--- src/rtl/adpt_seg.sv ---
// Scans a 32-bit hex value onto an 8-digit active-low seven-segment display; the value shown is copied from the load shadow only at frame wrap.
// an/seg are registered and change together with the digit index, every SCAN_DIV cycles; no backpressure (load is always accepted).
module adpt_seg #(
  parameter int SCAN_DIV = 100_000
) (
  input  logic        clk_100M,
  input  logic        rst,
  input  logic [31:0] data_in,
  input  logic        load,
  input  logic [7:0]  dp,
  input  logic [7:0]  dig_en,
  input  logic        lz_blank,
  output logic [7:0]  an,
  output logic [7:0]  seg,
  output logic        frame
);

  localparam int CW = $clog2(SCAN_DIV);
  localparam logic [CW-1:0] TERM = CW'(SCAN_DIV - 1);

  logic [CW-1:0] cnt;
  logic [2:0]    idx, idx_nx;
  logic [31:0]   shadow, disp, disp_nx, hi;
  logic [3:0]    nib;
  logic          step, wrap, blanked, lit;
  logic [7:0]    an_nx, seg_nx;

  function automatic logic [6:0] hex7(input logic [3:0] n);
    case (n)
      4'h0: hex7 = 7'h40;  4'h1: hex7 = 7'h79;
      4'h2: hex7 = 7'h24;  4'h3: hex7 = 7'h30;
      4'h4: hex7 = 7'h19;  4'h5: hex7 = 7'h12;
      4'h6: hex7 = 7'h02;  4'h7: hex7 = 7'h78;
      4'h8: hex7 = 7'h00;  4'h9: hex7 = 7'h10;
      4'hA: hex7 = 7'h08;  4'hB: hex7 = 7'h03;
      4'hC: hex7 = 7'h46;  4'hD: hex7 = 7'h21;
      4'hE: hex7 = 7'h06;  default: hex7 = 7'h0E;
    endcase
  endfunction

  // Outputs are built from the post-step idx/disp so they switch on the same edge as idx.
  always_comb begin
    step    = (cnt == TERM);
    wrap    = step && (idx == 3'd7);
    idx_nx  = idx + 3'd1;
    disp_nx = wrap ? shadow : disp;
    nib     = disp_nx[{idx_nx, 2'b00} +: 4];
    hi      = disp_nx >> {idx_nx, 2'b00};
    blanked = lz_blank && (idx_nx != 3'd0) && (hi == 32'd0);
    lit     = dig_en[idx_nx] && !blanked;
    an_nx   = 8'hFF;
    seg_nx  = 8'hFF;
    if (lit) begin
      an_nx  = ~(8'h01 << idx_nx);
      seg_nx = {~dp[idx_nx], hex7(nib)};
    end
  end

  always_ff @(posedge clk_100M or negedge rst) begin
    if (!rst) begin
      cnt    <= '0;
      idx    <= 3'd0;
      shadow <= 32'd0;
      disp   <= 32'd0;
      frame  <= 1'b0;
      an     <= 8'hFF;
      seg    <= 8'hFF;
    end else begin
      if (load) shadow <= data_in;
      frame <= wrap;
      if (step) begin
        cnt  <= '0;
        idx  <= idx_nx;
        disp <= disp_nx;
        an   <= an_nx;
        seg  <= seg_nx;
      end else begin
        cnt <= cnt + CW'(1);
      end
    end
  end

endmodule

--- config.mk ---
export PLATFORM = sky130hd
export DESIGN_NAME = adpt_seg
export DESIGN_NICKNAME = d
export VERILOG_FILES = /design/src/rtl/adpt_seg.sv
export SDC_FILE = /design/constraint.sdc
export NUM_CORES = 1
export LEC_CHECK = 0
export BUFFER_PORTS_ARGS = -buffer_cell sky130_fd_sc_hd__buf_2
export CAP_MARGIN = 10
export CORE_AREA = 2 2 137 139
export CTS_CLUSTER_DIAMETER = 150
export CTS_CLUSTER_SIZE = 25
export DETAILED_ROUTE_END_ITERATION = 16
export DIE_AREA = 0 0 139 141
export PLACE_DENSITY_LB_ADDON = 0.08
export SETUP_SLACK_MARGIN = 0.02
export SLEW_MARGIN = 25
export SYNTH_ARGS = -nofsm -noshare
export SYNTH_HDL_FRONTEND = slang
export SYNTH_SLANG_ARGS = --single-unit
export TNS_END_PERCENT = 10
--- constraint.sdc ---
create_clock -name clk_100M -period 6.4 [get_ports clk_100M]
set_input_delay 1.28 -clock clk_100M [delete_from_list [all_inputs] [get_ports clk_100M]]
set_output_delay 1.28 -clock clk_100M [all_outputs]
set_load 0.01 [all_outputs]
# After elaboration in Yosys (flattened, before gate mapping)
# Memory sizes are Yosys's and may differ from the RTL's.
# Index checks and enable logic that the tools add are counted.
# totals
ff_bits	101
mem_bits_ro	112
in_bits	52
output_inout_bits	17
n_memories	1
# mem_list
memory	words	word_bits	read_ports	rd_clocked_by_memory_dff	write_ports	line_no	rtl
(no name shown)	16	7	1	0	0	29	case (n)
# op_classes
n_addsub	2
order_cmp	1
n_eq_ne	2
shift	3
mux	8
bitwise_logic	2
reduce_logical	7
# ops
cell	count
$logic_not 32->1	1
$mux 32	1
$shiftx 32x6->4	1
$shr 32x5->32	1
$add 17x1->17 const B	1
$eq 17x17->1 const B	1
$mux 17	1
$mux 8	2
$not 8->8	1
$shl 1x3->8 const A	1
$bmux 1 s3	2
$logic_and 1x1->1	4
$lt 3x4->1 const B	1
$add 3x1->3 const B	1
$eq 3x3->1 const B	1
$reduce_bool 3->1	1
$mux 1	2
$logic_not 1->1	1
$not 1->1	1

# Longest topological paths before layout
# depth
word_depth	9
mapped_depth	20
mapped_depth_nobuf	17

# Least setup slack after synthesis
# No wires, ideal clock.
# synth_path
path_kind	flip-flop to flip-flop
startpoint	register cnt[0]
endpoint	register seg[0]
setup_ps	77
t_arrival_ps	3900
t_required_ps	6323
path_slack_ps	2423
path_stages_with_launch	19
path_buffers	3
cell_sequence	dfrtp_1 ha_1 and4_1 and4_1 buf_4 nand2_4 buf_6 mux4_2 mux4_2 inv_2 ha_1 nand3b_1 a31o_2 nor2_1 a21oi_1 o2111a_1 nand2b_1 buf_6 a31oi_1
# synth_via
elab_chain_len	9
# synth_lines
item	line_no	rtl
from (decl)	21	logic [CW-1:0] cnt;
from (signal assigned)	78	cnt <= cnt + CW'(1);
$eq 17x17->1 (*)	43	step = (cnt == TERM);
branches (longest 8 deep; another with $mem_v2 16x7)	n/a	
to (signal assigned)	76	seg <= seg_nx;
to (decl)	14	output logic [7:0] seg,
# Mark *: on every way between the ends.
# A chain may end at the register's enable or synchronous reset.

# Final worst setup path
# layout_path
startpoint	register idx[1]
endpoint	register seg[0]
# layout_via
elab_chain_len	9
# layout_lines
item	line_no	rtl
from (decl)	22	logic [2:0] idx, idx_nx;
from (signal assigned)	73	idx <= idx_nx;
branches (longest 8 deep; another with $mem_v2 16x7)	n/a	
$mux 8 (*)	53	if (lit) begin
# Mark *: on every way between the ends. The select of a mux whose other input is x is not followed.

==> results.md <==
- Sw Pwr: 0.296 mW
- Post-CTS Hold Fix Bufs: 0
- CTS clk-pin slew, worst paths: 0.07 ns
- Worst r2r src: idx[1]$_DFFE_PN0N_
- Post-synth ARST share: 100%
- Hold path startpoint: disp[2]$_DFFE_PN0N_
- Worst Path Required: 6.67 ns
- PD cells: 212 mW/mm^2
- RSZ-0062 raised after global routing: false
- Die Y: 141 um
- DRC Markers: 0
- CORE AREA: 0.0183 sq mm
- Area grow syn2layout: 15.4%
- Final period util: 74.9%
- Clk_lat worst skew: 0.36 ns
- Total power: 1.31 mW
- Tot GR Track Use: 14.7%
- Leak Pwr: 2.90 nW
- Non-filler cells, final: 814
- Commonest non-fill, non-tap cell in the layout: nand2_1
- CTS tree: built
- Antenna Nets Post-Route: 0
- Ant diodes: 0
- Clk network pwr share: 42.7%
- Top FF cell, synth: dfrtp_1
- # H-tree levels: 3
- CTS sink cnt: 101
- Final-stage net count: 641
- Slew margin rel.: 50.1%
- Final Routed Wirelength: 13800 um
- Final Skew: 0.0109 ns
- Most frequent cells in the layout: nand2_1 (124), dfrtp_1 (85), buf_2 (67)
- Worst R2R End: seg[0]$_DFFE_PN1N_
- Outcome: complete, no violations
- Mapped Cells: 521
- DRT Pass-1 Iters: 5
- Min Clock Period, post-route: 4.80 ns
- Internal power: 1.01 mW
- FMAX: 208 MHz
- Post-Place Cells: 798
- Detailed placement HPWL: 9870 um
- Starting Density: 29.3%
- Largest net degree at the start of global routing: 53
- Peak VDD IR: 0.112 mV
- Yosys warns: 0
- First-pass GRT wire length: 22600 um
- Setup TNS: 0 ns
- Min-Delay Endpoint: disp[2]$_DFFE_PN0N_
- I/O pins: 69
- Vias in the first global route: 4103
- R2R setup slack: 1.60 ns
- Final hold viol count: 0
- Hold path depth: 2
- Crit start category: flop
- CTS Root Cell: clkbuf_16
- DIE AREA: 0.0196 sq mm
- # rows: 50
- Post_cts resized: 0
- Register area share after synthesis: 47.6%
- Hold WC Path Type: reg -> reg
- DR vias/cell: 4.93
- Share of post-route cells with drive strength above 1: 29.0%
- Final Setup Violations: 0
- Total grt overflow: 0
- Post-Syn Area: 0.00535 sq mm
- Syn Nets: 587
- Comb pwr share: 5.0%
- DRT iter0 DRCs: 215
- Deepest clock path buffer count: 2
- Syn Area/Cell: 10.3 sq um
- R2r worst-path depth: 14
- Initial antenna violation count: 0
- CP Class: reg -> reg
- Seq pwr share: 52.3%
- Worst path arrival time: 5.07 ns
- Sw frac: 22.6%
- Worst Tran Pin Value: 0.749 ns
- Max cap viols: 0
- Post-synth EDFFs: 0
- Critical path endpoint category: flop
- Synth cell types: 54
- Hold slack: 0.471 ns
- DIE WIDTH: 139 um
- Synthesized flop and latch total: 101
- Post-layout util: 33.8%
- CTS Buf Count: 9
- Crit Path Max Fanout: 41
- Gp weighted congestion: 0.764
- # Post-CTS Setup Buffers: 0
- Via count: 4010
- Final slew viol count: 0
- Wire per inst: 16.9 um
- Port Buffers: 68
-- metal layers --
layer  up-vias  global-route usage [%]  routed length (um)
met1      1973                    19.3                6510
met4         0                    4.73                 214
met3        15                    3.23                 527
li1       1935                       -                   -
met2        87                    24.2                6530
met5         -                       0                   0
-- synthesized netlist by cell type (2+ instances only) --
library cell / n / area, sq um
a211oi_1: 7 / 52.6
a21oi_1: 16 / 80.1
a21oi_2: 5 / 43.8
a22oi_1: 7 / 52.6
a31oi_1: 3 / 18.8
and2_1: 3 / 18.8
and3_1: 8 / 50.1
and4_1: 4 / 35.0
buf_1: 6 / 22.5
buf_4: 3 / 22.5
buf_6: 3 / 33.8
clkbuf_1: 17 / 63.8
dfrtp_1: 85 / 2130
dfstp_2: 16 / 420
ha_1: 14 / 175
inv_1: 9 / 33.8
inv_2: 3 / 11.3
mux2_2: 34 / 383
mux2i_1: 9 / 90.1
mux4_2: 14 / 315
nand2_1: 124 / 465
nand3_1: 12 / 60.1
nand4_1: 8 / 50.1
nor2_1: 37 / 139
nor3_1: 3 / 15.0
nor4_1: 7 / 43.8
o211ai_1: 6 / 45.0
o21a_1: 2 / 15.0
o21ai_0: 5 / 25.0
o21ai_1: 3 / 15.0
o22a_1: 2 / 17.5
o22ai_1: 2 / 12.5
or2_2: 3 / 18.8
or4_1: 7 / 52.6
xnor2_1: 8 / 70.1
xor2_1: 8 / 70.1
-- cell families after synthesis --
kind of cell               count (synthesis)  synth area share, %
buffers and inverters                     43                 3.67
muxes                                     57                 14.7
and+or+nand+nor                          223                 19.1
adders and majority gates                 14                 3.27
AOI/OAI and AO/OA                         67                 9.03
DFF                                      101                 47.6
xor gates and xnor gates                  16                 2.62
-- worst max path at each step --
stage                        from            endpoint  slack [ns]  cells after the start
2_1_floorplan    cnt[0]$_DFF_PN0_  seg[0]$_DFFE_PN1N_        2.42                     18
3_3_place_gp   idx[1]$_DFFE_PN0N_  seg[0]$_DFFE_PN1N_        1.73                     14
3_5_place_dp   idx[1]$_DFFE_PN0N_  seg[0]$_DFFE_PN1N_        1.57                     14
4_1_cts        idx[1]$_DFFE_PN0N_  seg[0]$_DFFE_PN1N_        1.53                     14
5_1_grt        idx[1]$_DFFE_PN0N_  seg[4]$_DFFE_PN1N_        1.18                     16
6_report       idx[1]$_DFFE_PN0N_  seg[0]$_DFFE_PN1N_        1.60                     14
-- critical path: stages, from the launching register on --
cell	delay, ns
dfrtp_1	0.40
ha_1	0.23
ha_1	0.59
nand2_4	0.46
mux4_2	0.63
mux4_2	0.55
inv_2	0.15
ha_1	0.20
nand3b_1	0.10
a31o_2	0.24
nor2_1	0.10
a21oi_1	0.09
o2111a_1	0.31
nand2b_1	0.39
a31oi_1	0.25
-- metrics by stage --
step | instance area, sq um | worst slack (ns)
after floorplan | 5350 | 2.42
after global placement | 5880 | 1.73
after detailed placement | 5880 | 1.57
after CTS | 6170 | 1.53
after global routing | 6170 | 1.18
final | 6170 | 1.60
-- power by group through the flow --
stage	registers (mW)	logic [mW]	clock network, mW
global placement	0.696	0.0657	0
global route	0.687	0.0739	0.603
detailed placement	0.696	0.0672	0
finish	0.684	0.0653	0.559
CTS	0.684	0.0673	0.581
floorplan	0.684	0.0345	0
-- area by class of cell --
type / count / area (sq um)
clock buffers: 13 / 250
clock inverters: 3 / 43.8
fillers: 1896 / 12100
inverters: 13 / 48.8
multi-input cells: 377 / 2610
flip-flops and latches: 101 / 2550
well taps: 234 / 293
repair buffers: 73 / 380
-- flip-flops by register name, summed over array words and instances (netlist names) --
name    cells
disp       32
shadow     32
cnt        17
an          8
seg         8
idx         3
frame       1
Note: power is estimated with default switching activity, not from simulation.
